==> config.mk <==
export PLATFORM = sky130hd
export DESIGN_NAME = apb_irq_ctrl_flat
export DESIGN_NICKNAME = d
export VERILOG_FILES = /design/src/rtl/apb_irq_ctrl_if.sv /design/src/rtl/apb_irq_ctrl.sv /design/src/flat_wrapper.sv
export SDC_FILE = /design/constraint.sdc
export NUM_CORES = 1
export LEC_CHECK = 0
export ABC_AREA = 1
export BUFFER_PORTS_ARGS = -buffer_cell sky130_fd_sc_hd__buf_4
export CAP_MARGIN = 20
export CORE_MARGIN = 2
export CORE_UTILIZATION = 50
export DETAILED_ROUTE_END_ITERATION = 12
export PLACE_DENSITY = 0.77
export SLEW_MARGIN = 0
export SYNTH_ARGS = -nofsm -noshare
export SYNTH_HDL_FRONTEND = slang
export SYNTH_SLANG_ARGS = --single-unit
export TNS_END_PERCENT = 1
==> constraint.sdc <==
create_clock -name aclk -period 1.1 [get_ports aclk]
set_clock_uncertainty 0.05 [all_clocks]
set_input_delay 0.11 -clock aclk [delete_from_list [all_inputs] [get_ports aclk]]
set_output_delay 0.11 -clock aclk [all_outputs]
set_load 0.01 [all_outputs]
==> src/rtl/apb_irq_ctrl_if.sv <==
// APB slave bus bundle for apb_irq_ctrl: 8-bit address/data, single strobe bit.
interface apb_irq_ctrl_if;
  logic       psel;
  logic       penable;
  logic       pwrite;
  logic [7:0] paddr;
  logic [7:0] pwdata;
  logic       pstrb;
  logic [7:0] prdata;
  logic       pready;

  modport master (
    output psel, penable, pwrite, paddr, pwdata, pstrb,
    input  prdata, pready
  );

  modport slave (
    input  psel, penable, pwrite, paddr, pwdata, pstrb,
    output prdata, pready
  );
endinterface

==> src/rtl/apb_irq_ctrl.sv <==
// 8-source interrupt controller with per-bit mask, level/edge mode, polarity and claim.
// Optional macro APB_IRQ_CTRL_SYNC_EN adds a 2-flop synchronizer on every source bit.
module apb_irq_ctrl (
  input  logic                 aclk,
  input  logic                 rst,
  apb_irq_ctrl_if.slave        apb,
  input  logic [7:0]           irq_src,
  output logic                 irq_o
);

  localparam logic [3:0] A_STATUS = 4'h0;
  localparam logic [3:0] A_MASK   = 4'h1;
  localparam logic [3:0] A_EDGE   = 4'h2;
  localparam logic [3:0] A_POL    = 4'h3;
  localparam logic [3:0] A_MPEND  = 4'h4;
  localparam logic [3:0] A_CLAIM  = 4'h5;

  logic [7:0] r_status, r_mask, r_edge, r_pol, r_cond_d;
  logic       r_irq;
  logic [7:0] w_s, w_cond, w_rise, w_clr, w_status_nxt, w_mpend, w_claim, w_rdata;
  logic [3:0] w_addr;
  logic       w_wr;
  logic       w_unused_addr;

`ifdef APB_IRQ_CTRL_SYNC_EN
  logic [7:0] r_sync1, r_sync2;

  always_ff @(posedge aclk or posedge rst) begin
    if (rst) begin
      r_sync1 <= 8'h00;
      r_sync2 <= 8'h00;
    end else begin
      r_sync1 <= irq_src;
      r_sync2 <= r_sync1;
    end
  end

  assign w_s = r_sync2;
`else
  assign w_s = irq_src;
`endif

  assign w_addr        = apb.paddr[3:0];
  assign w_unused_addr = ^apb.paddr[7:4];
  assign w_wr          = apb.psel & apb.penable & apb.pwrite & apb.pstrb;
  assign w_clr         = (w_wr && (w_addr == A_STATUS)) ? apb.pwdata : 8'h00;

  assign w_cond  = w_s ^ r_pol;
  assign w_rise  = w_cond & ~r_cond_d;
  assign w_mpend = r_status & r_mask;

  // Edge bits: a new rise beats a same-cycle W1C; level bits simply follow cond.
  assign w_status_nxt = (r_edge & (w_rise | (r_status & ~w_clr))) | (~r_edge & w_cond);

  always_ff @(posedge aclk or posedge rst) begin
    if (rst) begin
      r_status <= 8'h00;
      r_cond_d <= 8'h00;
      r_irq    <= 1'b0;
    end else begin
      r_status <= w_status_nxt;
      r_cond_d <= w_cond;
      r_irq    <= |w_mpend;
    end
  end

  always_ff @(posedge aclk or posedge rst) begin
    if (rst) begin
      r_mask <= 8'h00;
      r_edge <= 8'h00;
      r_pol  <= 8'h00;
    end else if (w_wr) begin
      case (w_addr)
        A_MASK:  r_mask <= apb.pwdata;
        A_EDGE:  r_edge <= apb.pwdata;
        A_POL:   r_pol  <= apb.pwdata;
        default: ;
      endcase
    end
  end

  // Lowest-numbered pending bit wins, so scan from the top down.
  always_comb begin
    w_claim = 8'h00;
    for (int i = 7; i >= 0; i--) begin
      if (w_mpend[i]) begin
        w_claim = {1'b1, 4'b0000, i[2:0]};
      end else begin
        w_claim = w_claim;
      end
    end
  end

  always_comb begin
    w_rdata = 8'h00;
    if (apb.psel && !apb.pwrite) begin
      case (w_addr)
        A_STATUS: w_rdata = r_status;
        A_MASK:   w_rdata = r_mask;
        A_EDGE:   w_rdata = r_edge;
        A_POL:    w_rdata = r_pol;
        A_MPEND:  w_rdata = w_mpend;
        A_CLAIM:  w_rdata = w_claim;
        default:  w_rdata = 8'h00;
      endcase
    end else begin
      w_rdata = 8'h00;
    end
  end

  assign apb.prdata = w_rdata;
  assign apb.pready = 1'b1;
  assign irq_o      = r_irq;

endmodule

==> src/flat_wrapper.sv <==
// flat-port wrapper written by rule: the top's interface ports become plain ports
module apb_irq_ctrl_flat 
  (aclk, rst, irq_src, irq_o, apb_psel, apb_penable, apb_pwrite, apb_paddr, apb_pwdata, apb_pstrb, apb_prdata, apb_pready);
  apb_irq_ctrl_if apb_i ();
  input  logic aclk;
  input  logic rst;
  input  logic [7:0] irq_src;
  output logic irq_o;
  input wire logic [$bits(apb_i.psel)-1:0] apb_psel;
  input wire logic [$bits(apb_i.penable)-1:0] apb_penable;
  input wire logic [$bits(apb_i.pwrite)-1:0] apb_pwrite;
  input wire logic [$bits(apb_i.paddr)-1:0] apb_paddr;
  input wire logic [$bits(apb_i.pwdata)-1:0] apb_pwdata;
  input wire logic [$bits(apb_i.pstrb)-1:0] apb_pstrb;
  output wire logic [$bits(apb_i.prdata)-1:0] apb_prdata;
  output wire logic [$bits(apb_i.pready)-1:0] apb_pready;
  assign apb_i.psel = apb_psel;
  assign apb_i.penable = apb_penable;
  assign apb_i.pwrite = apb_pwrite;
  assign apb_i.paddr = apb_paddr;
  assign apb_i.pwdata = apb_pwdata;
  assign apb_i.pstrb = apb_pstrb;
  assign apb_prdata = apb_i.prdata;
  assign apb_pready = apb_i.pready;
  apb_irq_ctrl u_core (.aclk(aclk), .rst(rst), .apb(apb_i), .irq_src(irq_src), .irq_o(irq_o));
endmodule
==> results.md <==
Yosys:
- The number of distinct standard cells referenced by the synthesized netlist is 25.
- The number of nets handed over by synthesis was a little under 300.
- Counting flops with an async set or reset pin after synthesis yields a share of 100%.
- The average instance in the mapped netlist occupies approximately 8 sq um.
- The number of synthesized register bits is 41.
- During synthesis, Yosys emitted a total of 0 warnings.
- For this run, the register share of the synthesized area comes to roughly 48%.
- The primary flip-flop cell chosen by synthesis mapping is sky130_fd_sc_hd__dfrtp_1.
- Counting flops with a built-in enable in the synthesized netlist gives 0.
- Synthesis produced around 270 cells.
- After synthesis the cells add up to between 2000 and 2500 sq um.

Clock tree:
- The clock buffer count from CTS is 5.
- Clock latency on the worst-skew pair, taken at its later pin, is 0.28 ns.
- The clock drives 41 sinks.
- The CTS tree is done.
- The number of buffers on the longest clock path is 2.
- The tree is rooted in a sky130_fd_sc_hd__clkbuf_8.
- After clock tree synthesis, the clock-pin slew on the worst setup and hold paths is about 0.08 ns.
- The H-tree was split into 2 levels.

Global routing:
- The via count of the first global-routing pass came to slightly above 2000.
- For met1 alone, demand over resource in global routing was 30.4%.
- The pin count of the biggest net entering global routing is 42.
- The global routing stage identified its most utilized layer as met2.
- The global-route total usage across every layer is approximately a quarter.
- The met3 usage is 3.78%.
- The global-route wire length before repair is 9090 um.
- In the global route stage, met2 resource usage came out at between 30% and 40%.
- The number of antenna violations at the first check in global routing came to 0.
- After global routing the overflow that remains totals 0.

STA:
- The post-route worst hold slack is around 0.030 ns.
- The post-layout minimum cycle time is about 1.6 ns.
- Setup repair after global routing could not meet its margin everywhere.
- The top achievable clock speed is a little over 600 MHz.
- The minimum setup slack in the final design is -0.550 ns.
- The portion of the clock cycle consumed by the worst path in the final layout is 150%.
- The number of hold violations in the final report was 0.
- After routing, the total negative slack on setup checks comes to -3.63 ns.
- Setup violations remaining at the end of the flow were counted as 8.
- The max-slew violation count is 0.

Worst hold path:
- The path class of the lowest-slack min-delay path is input port to flop.

Final layout:
- Across the whole layout, storage elements account for a little over 1000 sq um.
- The count of filler cells inserted in the layout is roughly 330.
- The area growth from synthesis to layout is 35.3%.
- The finished layout holds roughly 400 standard cells, fillers aside.
- The post-route netlist has between 30% and 40% of its cells at a drive strength greater than 1.
- The number of diodes is 0.
- The finished cells cover ~2900 sq um.
- The area of the multi-input gates is around 1000 sq um.
- After the last flow step, the layout net total stands at between 300 and 400.

Routing:
- The number of antenna-violating nets in the routed design is 0.
- The routed layout has just over 2000 vias.
- The first detailed-routing pass took 4 iterations.
- In this run, the number of DRC markers left after iteration 0 of detailed routing was roughly 200.
- The number of DRC violations after detailed routing is 0.
- The mean routed wirelength per cell is 13.3 um.
- The final wirelength is 5330 um.
- The post-detailed-route via-to-cell ratio is just over 5.

Power:
- The power dissipated by switching net loads is around 0.96 mW.
- The sequential fraction of design power is about half.
- The reported leakage power is around 1.5 nW.
- The peak supply drop is about 0.94 mV.
- The switching share of total power is 27.7%.
- Combinational logic is responsible for about a fifth of the overall power.
- The power density relative to cell area is 1200 nW/um^2.
- The power share of the clock group is between 20% and 30%.
- The internal power is 2.51 mW.

Status:
- The checks that failed: negative setup slack.
- The run finished, with violations left.

Floorplan:
- The initialized floorplan defines 23 standard-cell rows.
- The floorplan step defined a die boundary enclosing 4820 sq um.
- The total core area is 4060 sq um.
- The die is 69.5 um tall.
- Pin placement for this block handled 40 I/O pins.
- The floorplan step set the die width to ~70 um.
- The initial cell density of the core is between 50% and 60%.

Worst setup path:
- In this design, the critical path's most frequently occurring cell is sky130_fd_sc_hd__buf_4.
- The standard cell with the maximum stage delay on the critical path is sky130_fd_sc_hd__dfrtp_1.
- The required time of the critical path is 0.94 ns.
- The maximum single-stage delay on the critical path is about 0.37 ns.
- At the worst endpoint, the arrival time is between 1 and 1.5 ns.
- The worst setup path is captured at a primary output.
- The critical path class is flop to primary output.
- The maximum net fanout on the critical path is 4.
- The critical path launch point type is a flop.
- Walking the worst path, the cells encountered are nand2_2 > buf_4 > buf_4 > a21oi_1 > o21ai_1 > a21oi_1 > buf_4.

Place:
- The total instance count after detailed placement is ~380.
- In this run the cell area measured after placement is about 2700 sq um.
- In this run the tool buffered the top-level ports with 34 buffer cells.
- The global placer's final weighted congestion is roughly 0.85.
- The final HPWL from detailed placement is ~3700 um.

Job:
- Across the run, the number of max-cap violations was 0.
[area by class of cell]
| class | count | area share (%) |
|---|---|---|
| Sequential cell | 41 | 35.4 |
| Clock buffer | 8 | 2.76 |
| Timing Repair Buffer | 78 | 21.4 |
| Tap cell | 50 | 2.16 |
| Inverter | 22 | 2.85 |
| Multi-Input combinational cell | 200 | 35.4 |
[worst paths after layout]
check	from	to	slack, ns	depth (start not counted)
max reg2reg	u_core.r_status[2]	u_core.irq_o	0.02	5
min	apb_pwdata[5]	u_core.r_status[5]	0.03	4
max in group asynchronous	rst	u_core.r_mask[4]	0.40	4
max	u_core.r_status[6]	apb_prdata[1]	-0.55	7
min reg2reg	u_core.r_cond_d[4]	u_core.r_status[4]	0.45	3
min in group asynchronous	rst	u_core.r_pol[6]	0.38	4
[layer usage]
metal	vias up	wire (um)	part of all wire (%)
li1	1010	-	-
met1	956	2250	42
met2	64	2630	49
met3	16	310	5.8
met4	0	129	2.4
met5	-	0	0
[metrics by stage]
stage | total power, mW | setup slack [ns] | utilization [%]
finish | 3.48 | -0.550 | 71.4
global route | 3.65 | -0.679 | 71.4
CTS | 3.44 | -0.489 | 70.4
detailed placement | 2.49 | -0.316 | 65.7
global placement | 2.46 | -0.258 | 65.7
floorplan | 2.12 | -0.0172 | -
[what timing repair did]
item / in CTS / in global routing
setup buffers: 1 / 4
hold buffers: 9 / 0
pin swaps: 5 / 4
endpoints found under the hold margin: 49 / 0
setup endpoints to repair: 8 / 9
resized for setup: 4 / 7
[Yosys cell counts, types with 2 or more instances]
library cell,number,area (sq um)
sky130_fd_sc_hd__inv_2,4,15.0
sky130_fd_sc_hd__nand3_1,12,60.1
sky130_fd_sc_hd__o21ai_2,14,123
sky130_fd_sc_hd__o21ai_0,4,20.0
sky130_fd_sc_hd__nor2_4,2,22.5
sky130_fd_sc_hd__nand2_2,2,12.5
sky130_fd_sc_hd__a22o_1,2,17.5
sky130_fd_sc_hd__nor2_2,2,12.5
sky130_fd_sc_hd__o21ai_1,10,50.1
sky130_fd_sc_hd__nand2_4,3,33.8
sky130_fd_sc_hd__inv_1,18,67.6
sky130_fd_sc_hd__nand4_1,2,12.5
sky130_fd_sc_hd__nor2_1,15,56.3
sky130_fd_sc_hd__xor2_1,8,70.1
sky130_fd_sc_hd__a21oi_1,6,30.0
sky130_fd_sc_hd__dfrtp_1,41,1030
sky130_fd_sc_hd__o211ai_1,3,22.5
sky130_fd_sc_hd__nand2_1,110,413
sky130_fd_sc_hd__buf_6,3,33.8
[power by group through the flow]
stage	Clock [mW]	Combinational, mW	Sequential [mW]
after floorplan	0	0.310	1.81
after global placement	0	0.656	1.81
after detailed placement	0	0.678	1.81
after CTS	0.944	0.712	1.79
after global routing	1.01	0.830	1.81
final	0.940	0.745	1.79
[state kept, by name, indices dropped and copies added, names as in the netlist]
name             cells
u_core.r_cond_d      8
u_core.r_edge        8
u_core.r_mask        8
u_core.r_pol         8
u_core.r_status      8
u_core.irq_o         1
[cell families after synthesis]
logic type	after synthesis	synth area share, %
AO/OA/AOI/OAI	41	13.0
buffers and inverters	26	5.78
flip-flops	41	47.9
XOR/XNOR	8	3.27
AND/OR/NAND/NOR	150	29.9
other	1	0.175
[layout by cell type, fill, tap and decap left out]
| cell type | count |
|---|---|
| sky130_fd_sc_hd__xor2_1 | 8 |
| sky130_fd_sc_hd__nand3_1 | 12 |
| sky130_fd_sc_hd__buf_12 | 1 |
| sky130_fd_sc_hd__o21ai_0 | 1 |
| sky130_fd_sc_hd__nor2_1 | 13 |
| sky130_fd_sc_hd__buf_4 | 68 |
| sky130_fd_sc_hd__nand3b_1 | 1 |
| sky130_fd_sc_hd__dfrtp_1 | 41 |
| sky130_fd_sc_hd__clkbuf_8 | 5 |
| sky130_fd_sc_hd__nand2_1 | 103 |
| sky130_fd_sc_hd__nand2_4 | 3 |
| sky130_fd_sc_hd__o211ai_1 | 3 |
| sky130_fd_sc_hd__nor2_4 | 2 |
| sky130_fd_sc_hd__inv_2 | 4 |
| sky130_fd_sc_hd__nand4_1 | 2 |
| sky130_fd_sc_hd__a22o_1 | 2 |
| sky130_fd_sc_hd__o21ai_1 | 13 |
| sky130_fd_sc_hd__nor2_2 | 4 |
| sky130_fd_sc_hd__a21oi_1 | 5 |
| sky130_fd_sc_hd__a31oi_1 | 1 |
| sky130_fd_sc_hd__conb_1 | 1 |
| sky130_fd_sc_hd__nand3_2 | 1 |
| sky130_fd_sc_hd__a21oi_2 | 1 |
| sky130_fd_sc_hd__clkbuf_1 | 3 |
| sky130_fd_sc_hd__a41oi_2 | 1 |
| sky130_fd_sc_hd__dlygate4sd3_1 | 9 |
| sky130_fd_sc_hd__nand2_2 | 9 |
| sky130_fd_sc_hd__o21ai_2 | 14 |
| sky130_fd_sc_hd__inv_1 | 18 |
[worst max-delay path, delay by kind of cell, from the launching register on]
kind	cells	cell delay, ns
flops	1	0.37
simple gates	1	0.08
compound gates	3	0.35
buf+inv	3	0.40
Power figures use the tool's default switching activity.
